[src/rtl/mac_stream_packer.sv]
// Packs a (bias, N) command plus separate 8-bit weight/activation streams into the
// MAC's 16-bit AXI-Stream input packet: bias beat, then N {weight, activation} beats.
module mac_stream_packer #(
    parameter int unsigned LEN_W = 16
) (
    input  logic             ACLK,
    input  logic             ARESET,
    input  logic             CMD_TVALID,
    output logic             CMD_TREADY,
    input  logic [15:0]      CMD_BIAS,
    input  logic [LEN_W-1:0] CMD_LEN,
    input  logic             W_TVALID,
    output logic             W_TREADY,
    input  logic [7:0]       W_TDATA,
    input  logic             A_TVALID,
    output logic             A_TREADY,
    input  logic [7:0]       A_TDATA,
    output logic             M_AXIS_TVALID,
    input  logic             M_AXIS_TREADY,
    output logic [15:0]      M_AXIS_TDATA,
    output logic             M_AXIS_TLAST,
    output logic             BUSY
);

    localparam int unsigned DATA_W = 16;

    typedef enum logic [0:0] {
        IDLE  = 1'b0,
        PAIRS = 1'b1
    } state_t;

    state_t             state;
    state_t             state_nxt;
    logic [LEN_W-1:0]   remaining;
    logic [LEN_W-1:0]   remaining_nxt;

    logic               out_valid;
    logic [DATA_W-1:0]  out_data;
    logic               out_last;
    logic               busy;

    logic               slot_free;
    logic               cmd_ready_c;
    logic               pair_ready_c;
    logic               cmd_fire;
    logic               last_handoff;
    logic               load;
    logic [DATA_W-1:0]  load_data;
    logic               load_last;

    assign slot_free    = !out_valid || M_AXIS_TREADY;
    assign cmd_fire     = CMD_TVALID && cmd_ready_c;
    assign last_handoff = out_valid && M_AXIS_TREADY && out_last;

    // Next-state, ready generation and beat selection for the output slot.
    always_comb begin
        state_nxt     = state;
        remaining_nxt = remaining;
        load          = 1'b0;
        load_data     = '0;
        load_last     = 1'b0;
        cmd_ready_c   = 1'b0;
        pair_ready_c  = 1'b0;
        case (state)
            IDLE: begin
                cmd_ready_c = slot_free && !ARESET;
                if (CMD_TVALID && cmd_ready_c) begin
                    load          = 1'b1;
                    load_data     = CMD_BIAS;
                    load_last     = (CMD_LEN == '0);
                    remaining_nxt = CMD_LEN;
                    if (CMD_LEN != '0) begin
                        state_nxt = PAIRS;
                    end
                end
            end
            PAIRS: begin
                // Weight and activation are only ever taken together.
                pair_ready_c = slot_free && W_TVALID && A_TVALID && !ARESET;
                if (pair_ready_c) begin
                    load          = 1'b1;
                    load_data     = {W_TDATA, A_TDATA};
                    load_last     = (remaining == LEN_W'(1));
                    remaining_nxt = remaining - LEN_W'(1);
                    if (remaining == LEN_W'(1)) begin
                        state_nxt = IDLE;
                    end
                end
            end
            default: begin
                state_nxt = IDLE;
            end
        endcase
    end

    // State and remaining-pair counter.
    always_ff @(posedge ACLK or posedge ARESET) begin
        if (ARESET) begin
            state     <= IDLE;
            remaining <= '0;
        end else begin
            state     <= state_nxt;
            remaining <= remaining_nxt;
        end
    end

    // Single output beat slot; data and last hold while stalled.
    always_ff @(posedge ACLK or posedge ARESET) begin
        if (ARESET) begin
            out_valid <= 1'b0;
            out_data  <= '0;
            out_last  <= 1'b0;
        end else if (load) begin
            out_valid <= 1'b1;
            out_data  <= load_data;
            out_last  <= load_last;
        end else if (M_AXIS_TREADY) begin
            out_valid <= 1'b0;
        end
    end

    // A command accepted on the last handoff keeps BUSY high without a gap.
    always_ff @(posedge ACLK or posedge ARESET) begin
        if (ARESET) begin
            busy <= 1'b0;
        end else if (cmd_fire) begin
            busy <= 1'b1;
        end else if (last_handoff) begin
            busy <= 1'b0;
        end
    end

    assign CMD_TREADY    = cmd_ready_c;
    assign W_TREADY      = pair_ready_c;
    assign A_TREADY      = pair_ready_c;
    assign M_AXIS_TVALID = out_valid;
    assign M_AXIS_TDATA  = out_data;
    assign M_AXIS_TLAST  = out_last;
    assign BUSY          = busy;

endmodule

[config.mk]
export PLATFORM = sky130hd
export DESIGN_NAME = mac_stream_packer
export DESIGN_NICKNAME = d
export VERILOG_FILES = /design/src/rtl/mac_stream_packer.sv
export SDC_FILE = /design/constraint.sdc
export NUM_CORES = 1
export LEC_CHECK = 0
export CELL_PAD_IN_SITES_DETAIL_PLACEMENT = 1
export CELL_PAD_IN_SITES_GLOBAL_PLACEMENT = 2
export CORE_UTILIZATION = 23
export DETAILED_ROUTE_END_ITERATION = 6
export PLACE_DENSITY_LB_ADDON = 0.1
export SLEW_MARGIN = 20
export SYNTH_ARGS = -nofsm -noshare
export SYNTH_HDL_FRONTEND = slang
export SYNTH_SLANG_ARGS = --single-unit
[constraint.sdc]
create_clock -name ACLK -period 2.65 [get_ports ACLK]
set_input_delay 0.53 -clock ACLK [delete_from_list [all_inputs] [get_ports ACLK]]
set_output_delay 0.53 -clock ACLK [all_outputs]
set_load 0.02 [all_outputs]
==> reports/qor.log, run 1 <==
INFO  floorplanning  die_height=97.0um
INFO  setup_path     worstSetupEndpoint=CMD_TREADY
INFO  yosys          post_synth_inst_count=228
INFO  yosys          post_synth_main_area_contributors=sky130_fd_sc_hd__dfrtp_1, sky130_fd_sc_hd__a22oi_1, sky130_fd_sc_hd__nand3_1
INFO  floorplanning  placementRows=34
INFO  yosys          synth_top_area_cell=sky130_fd_sc_hd__dfrtp_1
INFO  setup_path     cp_top_family=buffers and inverters
INFO  setup_path     critPathLaunchType=input port
INFO  floorplanning  die-area=9400um2
INFO  yosys          synth-warning-count=0
INFO  global_routing maximum_number_of_pins_on_one_net_before_global_route_repair=37
INFO  final_layout   drive_gt1_share=10.4%
INFO  final_layout   final_cell_count_no_fill=417
INFO  floorplanning  design.core.area=8720um2
INFO  sta            period_needed=2.52ns
INFO  drt            routed-via-count=2177
INFO  placed_design  buffer_ports.inserted=75
INFO  global_routing global_route.usage.met2=24.7%
INFO  sta            fin_worst_skew=0.00912ns
INFO  clock_network  cts_tree=yes
INFO  clock_network  cts.reportedPaths.clkPinSlew=0.08ns
INFO  setup_path     critical_path_arrival=1.99ns
INFO  floorplanning  die_width=97.0um
INFO  setup_path     crit_cells=4
INFO  sta            fin_tns_setup=0ns
INFO  power_and_ir_drop worst_ir_drop_vdd=253uV
INFO  yosys          postSynthAreaPerCell=9.10um2
INFO  power_and_ir_drop total_power_of_the_final_layout=2.63mW
INFO  yosys          synthDistinctLibCells=49
INFO  setup_path     worstSetupEndpointType=output pin
INFO  global_routing grt_pass1_wl=12500um
INFO  yosys          synth_flop_cell=sky130_fd_sc_hd__dfrtp_1
INFO  setup_path     required=2.12ns
INFO  setup_path     cp_num_buf_inv=3
INFO  hold_path      hold_path_class=flip-flop to flip-flop
INFO  clock_network  ctsHoldBuffers=0
INFO  setup_path     timing.critical_path.from=ARESET
INFO  sta            timing.hold.ws=0.487ns
INFO  sta            slew_headroom=56.2%
INFO  yosys          ys_ff_latch=36
INFO  sta            layout_worst_path_cycle_share=95.2%
INFO  final_layout   antenna_cells_inserted=0
INFO  sta            max_clock_freq=396MHz
INFO  final_layout   fillCellCount=1024
INFO  setup_path     cp_slowest_cell=sky130_fd_sc_hd__clkdlybuf4s50_1
INFO  clock_network  cts-root-buf=sky130_fd_sc_hd__clkbuf_8
INFO  setup_path     worstReg2RegEnd=remaining[8]$_DFFE_PP0P_
INFO  drt            drtAntennaViolNets=0
INFO  sta            timing_max_transition_violations_final=0
INFO  setup_path     rr_startpoint=remaining[0]$_DFFE_PP0P_
INFO  floorplanning  start_util=23.8%
INFO  power_and_ir_drop power_density=841nW/um2
INFO  clock_network  cts_inserted_buffers=5
INFO  drt            finalWirelength=7590um
INFO  yosys          synthArstFlopShare=100%
INFO  hold_path      timing.hold.worst_path_depth=2
INFO  run            maxCapViolations=0
INFO  final_layout   layout.area.seq=901um2
INFO  yosys          synth_enable_flop_cells=0
INFO  global_routing gr-usage-all-layers=16.8%
INFO  yosys          synth.top_cell.area_share=43.4%
INFO  final_layout   area_of_combinational_cells_with_multiple_inputs=1090um2
INFO  global_routing globalRoute.busiestLayer=met1
INFO  setup_path     path_common_cell=sky130_fd_sc_hd__clkdlybuf4s50_1
INFO  global_routing grt_overflow_total=0
INFO  drt            first_pass_iters=4
INFO  drt            route.detailed.wl_per_inst=18.2um
INFO  setup_path     delay_of_the_slowest_critical_path_stage=0.64ns
INFO  yosys          synth_nets=284
INFO  floorplanning  boundaryPins=76
INFO  sta            setup_violations=0
INFO  outcome        outcome=finished, final reports clean
INFO  sta            setup_repair_after_global_routing_missed_its_margin=false
INFO  placed_design  place_inst=409
INFO  global_routing grt_antenna_before_repair=0
INFO  yosys          synth-seq-area-share=43.4%
INFO  setup_path     timing.critical_path.fanout_max=5
INFO  placed_design  hpwlAfterDp=5440um
INFO  global_routing grt_pass1_vias=2230
INFO  final_layout   final_core_utilization=35.9%
INFO  drt            drt_iter0_drc=78
INFO  global_routing use_met3=3.90%
INFO  setup_path     worst-setup-path-type=input port to output pin
INFO  final_layout   syn_to_final_growth=50.8%
INFO  clock_network  cts_max_path_buffers=2
INFO  global_routing grt_use_met1=24.9%
INFO  sta            worst_slew_pin_slew=0.655ns
INFO  drt            drc=0
INFO  clock_network  htree_num_levels=2
INFO  yosys          mappedNetlistArea=2070um2
INFO  setup_path     worstRegToRegCells=6
INFO  final_layout   final_cell_mix=sky130_fd_sc_hd__clkdlybuf4s50_1, sky130_fd_sc_hd__dfrtp_1, sky130_fd_sc_hd__nand2_1
INFO  power_and_ir_drop leakage=1.29nW
INFO  final_layout   mostFrequentLayoutCell=sky130_fd_sc_hd__clkdlybuf4s50_1
INFO  placed_design  gp_congestion=0.728
INFO  final_layout   nNetsFinal=364
INFO  clock_network  clock_latency=0.30ns
INFO  clock_network  tritoncts_num_sinks=36
INFO  setup_path     timing.reg2reg.setup_slack=0.65ns
INFO  clock_network  postcts_setup_bufs=0
INFO  sta            report.final.hold_viol_count=0
INFO  drt            routed_vias_inst=5.22
INFO  setup_path     cell_breakdown_of_the_critical_path=clkdlybuf4s50_1 > buf_4 > nor3_1 > clkdlybuf4s50_1
## cell usage after synthesis (all sizes together), types with 2 or more instances
master and count:
a21oi 4, and3 4, nand4 2, and4 2, a22oi 19, or3 2
nor3 6, o21ai 7, clkbuf 9, or4 3, nand3 25, o211ai 3
nand2 27, a2bb2oi 5, o22a 7, ha 2, dfrtp 36, nor4 11
nand2b 3, a41oi 3, inv 6, a211oi 2, nor2 11, buf 6
nor2b 2, o22ai 2, a31oi 5
## worst min path at each step
| stage | startpoint | end | slack, ns |
|---|---|---|---|
| floorplan | ARESET | BUSY$_DFFE_PP0P_ | 0.49 |
| global placement | BUSY$_DFFE_PP0P_ | BUSY$_DFFE_PP0P_ | 0.46 |
| detailed placement | BUSY$_DFFE_PP0P_ | BUSY$_DFFE_PP0P_ | 0.47 |
| CTS | BUSY$_DFFE_PP0P_ | BUSY$_DFFE_PP0P_ | 0.49 |
| global route | M_AXIS_TDATA[7]$_DFFE_PP0P_ | M_AXIS_TDATA[7]$_DFFE_PP0P_ | 0.53 |
| finish | BUSY$_DFFE_PP0P_ | BUSY$_DFFE_PP0P_ | 0.49 |
## state kept, by name (all words and copies together) (netlist names)
signal and cells:
M_AXIS_TLAST 1, remaining 16, BUSY 1, M_AXIS_TDATA 16
state 1, M_AXIS_TVALID 1
## layout make-up
cell class / instances / share of cell area [%]
Inverter: 6 / 0.840
Tap cell: 108 / 4.32
Clock buffer: 6 / 2.32
Sequential cell: 36 / 28.8
Multi-Input combinational cell: 171 / 34.9
Timing Repair Buffer: 88 / 27.7
Clock inverter: 2 / 1.12
## cell families (layout without fill, tap and decap cells)
group,after synthesis,after routing,synth area share [%]
and+or+nand+nor,103,103,27.4
adders and majority gates,2,2,1.21
AOI/OAI and AO/OA,66,66,23.8
buffers and inverters,21,102,4.10
DFF,36,36,43.4
## per-stage QoR
stage,setup WS (ns),instance area (um2)
2_1_floorplan,0.0870,2080
3_3_place_gp,0.0188,3020
3_5_place_dp,0.0191,3020
4_1_cts,0.00298,3120
5_1_grt,0.0536,3130
6_report,0.127,3130
## timing repair
action	CTS	global route
setup endpoints to repair	0	2
gates resized for setup	0	2
hold endpoints to repair	0	0
## power breakdown
part,internal [mW],total [mW],switching (mW)
Clock,0.280,0.496,0.216
Sequential,0.759,0.985,0.225
Combinational,0.558,1.15,0.592
## worst min-delay path, cell delays in order, from the launching register on
cell and delay [ns]:
sky130_fd_sc_hd__dfrtp_1 0.35, sky130_fd_sc_hd__nand2_1 0.05, sky130_fd_sc_hd__nand2_1 0.05
## layer usage
metal | part of all wire, % | routed length (um)
met1 | 52 | 3930
met2 | 44 | 3310
met3 | 3.9 | 294
met4 | 0.83 | 63
met5 | 0 | 0
Power figures use the tool's default switching activity.
==> inputs of run 2 (changes only) <==
Settings changed: CTS_CLUSTER_SIZE set to 12, REMOVE_ABC_BUFFERS set to 1.
==> run 2 against run 1 <==
  * Wire length down 5.1%
  * Non-clock buffer count up 1
  * Sequential power increased by 0.7%
  * Critical path depth rose by 1
  * Global-route usage is 0.81 points lower
  * Die area unchanged
  * Clock power down 16%
  * Clock skew up 0.0013 ns
  * First-iteration DRC count is 28% lower
  * Critical path type unchanged
  * Largest power group unchanged
==> reports/qor.log, run 2 (same netlist as run 1, synthesis figures left out) <==
INFO  drt            routed-via-count=2134
INFO  global_routing grt_overflow_total=0
INFO  placed_design  buffer_ports.inserted=75
INFO  sta            report.final.hold_viol_count=0
INFO  sta            fin_tns_setup=0ns
INFO  outcome        outcome=finished, final reports clean
INFO  setup_path     cell_breakdown_of_the_critical_path=clkdlybuf4s50_1 > buf_4 > nor2b_4 > nor3_1 > clkdlybuf4s50_1
INFO  final_layout   final_cell_mix=sky130_fd_sc_hd__clkdlybuf4s50_1, sky130_fd_sc_hd__dfrtp_1, sky130_fd_sc_hd__nand2_1
INFO  final_layout   nNetsFinal=365
INFO  sta            timing_max_transition_violations_final=0
INFO  floorplanning  design.core.area=8720um2
INFO  clock_network  tritoncts_num_sinks=36
INFO  drt            drc=0
INFO  setup_path     timing.critical_path.fanout_max=6
INFO  setup_path     rr_startpoint=remaining[0]$_DFFE_PP0P_
INFO  global_routing grt_pass1_vias=2266
INFO  setup_path     cp_slowest_cell=sky130_fd_sc_hd__clkdlybuf4s50_1
INFO  drt            finalWirelength=7210um
INFO  final_layout   area_of_combinational_cells_with_multiple_inputs=1090um2
INFO  final_layout   syn_to_final_growth=50.2%
INFO  power_and_ir_drop power_density=820nW/um2
INFO  hold_path      hold_path_class=flip-flop to flip-flop
INFO  sta            setup_violations=0
INFO  drt            first_pass_iters=4
INFO  global_routing grt_antenna_before_repair=0
INFO  final_layout   layout.area.seq=901um2
INFO  floorplanning  die_height=97.0um
INFO  sta            fin_worst_skew=0.0104ns
INFO  floorplanning  die_width=97.0um
INFO  global_routing maximum_number_of_pins_on_one_net_before_global_route_repair=37
INFO  sta            period_needed=2.49ns
INFO  global_routing gr-usage-all-layers=16.0%
INFO  placed_design  gp_congestion=0.714
INFO  global_routing grt_pass1_wl=12000um
INFO  final_layout   antenna_cells_inserted=0
INFO  clock_network  ctsHoldBuffers=0
INFO  final_layout   fillCellCount=1004
INFO  floorplanning  die-area=9400um2
INFO  clock_network  cts.reportedPaths.clkPinSlew=0.07ns
INFO  setup_path     worst-setup-path-type=input port to output pin
INFO  floorplanning  placementRows=34
INFO  setup_path     path_common_cell=sky130_fd_sc_hd__clkdlybuf4s50_1
INFO  final_layout   mostFrequentLayoutCell=sky130_fd_sc_hd__clkdlybuf4s50_1
INFO  setup_path     timing.reg2reg.setup_slack=0.67ns
INFO  placed_design  hpwlAfterDp=5050um
INFO  final_layout   post_route_cell_area=3120um2
INFO  sta            slew_headroom=66.8%
INFO  floorplanning  boundaryPins=76
INFO  clock_network  postcts_setup_bufs=0
INFO  drt            drt_iter0_drc=56
INFO  clock_network  clock_latency=0.29ns
INFO  setup_path     worstSetupEndpointType=output pin
INFO  sta            layout_worst_path_cycle_share=93.8%
INFO  setup_path     delay_of_the_slowest_critical_path_stage=0.63ns
INFO  setup_path     critical_path_arrival=1.96ns
INFO  clock_network  cts_inserted_buffers=5
INFO  final_layout   drive_gt1_share=10.0%
INFO  sta            worst_slew_pin_slew=0.493ns
INFO  run            maxCapViolations=0
INFO  drt            route.detailed.wl_per_inst=17.2um
INFO  drt            routed_vias_inst=5.11
INFO  clock_network  cts_tree=yes
INFO  power_and_ir_drop worst_ir_drop_vdd=231uV
INFO  placed_design  placed_cell_area=3020um2
INFO  sta            setup_repair_after_global_routing_missed_its_margin=false
INFO  drt            drtAntennaViolNets=0
INFO  setup_path     timing.critical_path.from=M_AXIS_TREADY
INFO  floorplanning  start_util=23.8%
INFO  clock_network  cts-root-buf=sky130_fd_sc_hd__clkbuf_8
INFO  power_and_ir_drop leakage=1.29nW
INFO  hold_path      worst_hold_startpoint=M_AXIS_TDATA[14]$_DFFE_PP0P_
INFO  setup_path     worstSetupEndpoint=CMD_TREADY
INFO  sta            max_clock_freq=402MHz
INFO  setup_path     worstReg2RegEnd=remaining[8]$_DFFE_PP0P_
INFO  setup_path     critPathLaunchType=input port
INFO  clock_network  cts_max_path_buffers=2
INFO  setup_path     worstRegToRegCells=6
INFO  clock_network  htree_num_levels=2
INFO  setup_path     required=2.12ns
==> run 2: changes by cell type in the layout (fill, tap and decap cells not counted), sizes merged <==
cell and change:
clkinv -1, buf +1, inv +1, clkbuf +2, clkinvlp -1, bufinv -1
==> run 2: how the worst min path moves through the flow <==
stage | endpoint | slack (ns) | depth (start not counted)
2_1_floorplan | remaining[5]$_DFFE_PP0P_ | 0.51 | 1
4_1_cts | M_AXIS_TDATA[14]$_DFFE_PP0P_ | 0.50 | 2
3_5_place_dp | M_AXIS_TDATA[14]$_DFFE_PP0P_ | 0.49 | 2
6_report | M_AXIS_TDATA[14]$_DFFE_PP0P_ | 0.50 | 2
3_3_place_gp | BUSY$_DFFE_PP0P_ | 0.46 | 2
5_1_grt | M_AXIS_TDATA[9]$_DFFE_PP0P_ | 0.53 | 2
==> run 2: cell type report <==
cell class | count | area share, %
inverters | 6 | 0.723
well taps | 108 | 4.34
multi-input cells | 171 | 35.1
repair buffers | 89 | 28.0
clock buffers | 8 | 2.89
flip-flops and latches | 36 | 28.9
==> run 2: layer usage <==
layer	part of all wire, %	vias to the layer above	global-route usage [%]
met1	48	1025	21.5
met5	0	-	0
li1	-	1039	-
met4	0.54	0	3.44
met3	5.1	4	3.25
met2	46	66	26.5
==> run 2: timing repair <==
action,4_1_cts,5_1_grt
gates resized for setup,0,2
endpoints found under the hold margin,0,0
setup endpoints to repair,0,2
==> run 2: through the flow <==
step                hold WS [ns]  total power [mW]  std cells  utilization, %  worst slack (ns)
CTS                        0.504              2.58        418            35.7            0.0643
global placement           0.462              2.14        410            34.6            0.0857
floorplan                  0.513              1.59        213               -            -0.723
global route               0.526              2.74        418            35.7            0.0591
finish                     0.500              2.55        418            35.7             0.164
detailed placement         0.487              2.15        410            34.6            0.0811
==> run 2: critical path, delay by kind of cell <==
family                 cells  cell delay, ns
buffers and inverters      3            1.24
AND/OR/NAND/NOR            2            0.19
==> run 2: power breakdown <==
group | total (mW) | internal [mW] | switching, mW
logic | 1.15 | 0.566 | 0.581
registers | 0.992 | 0.760 | 0.232
clock network | 0.415 | 0.212 | 0.203
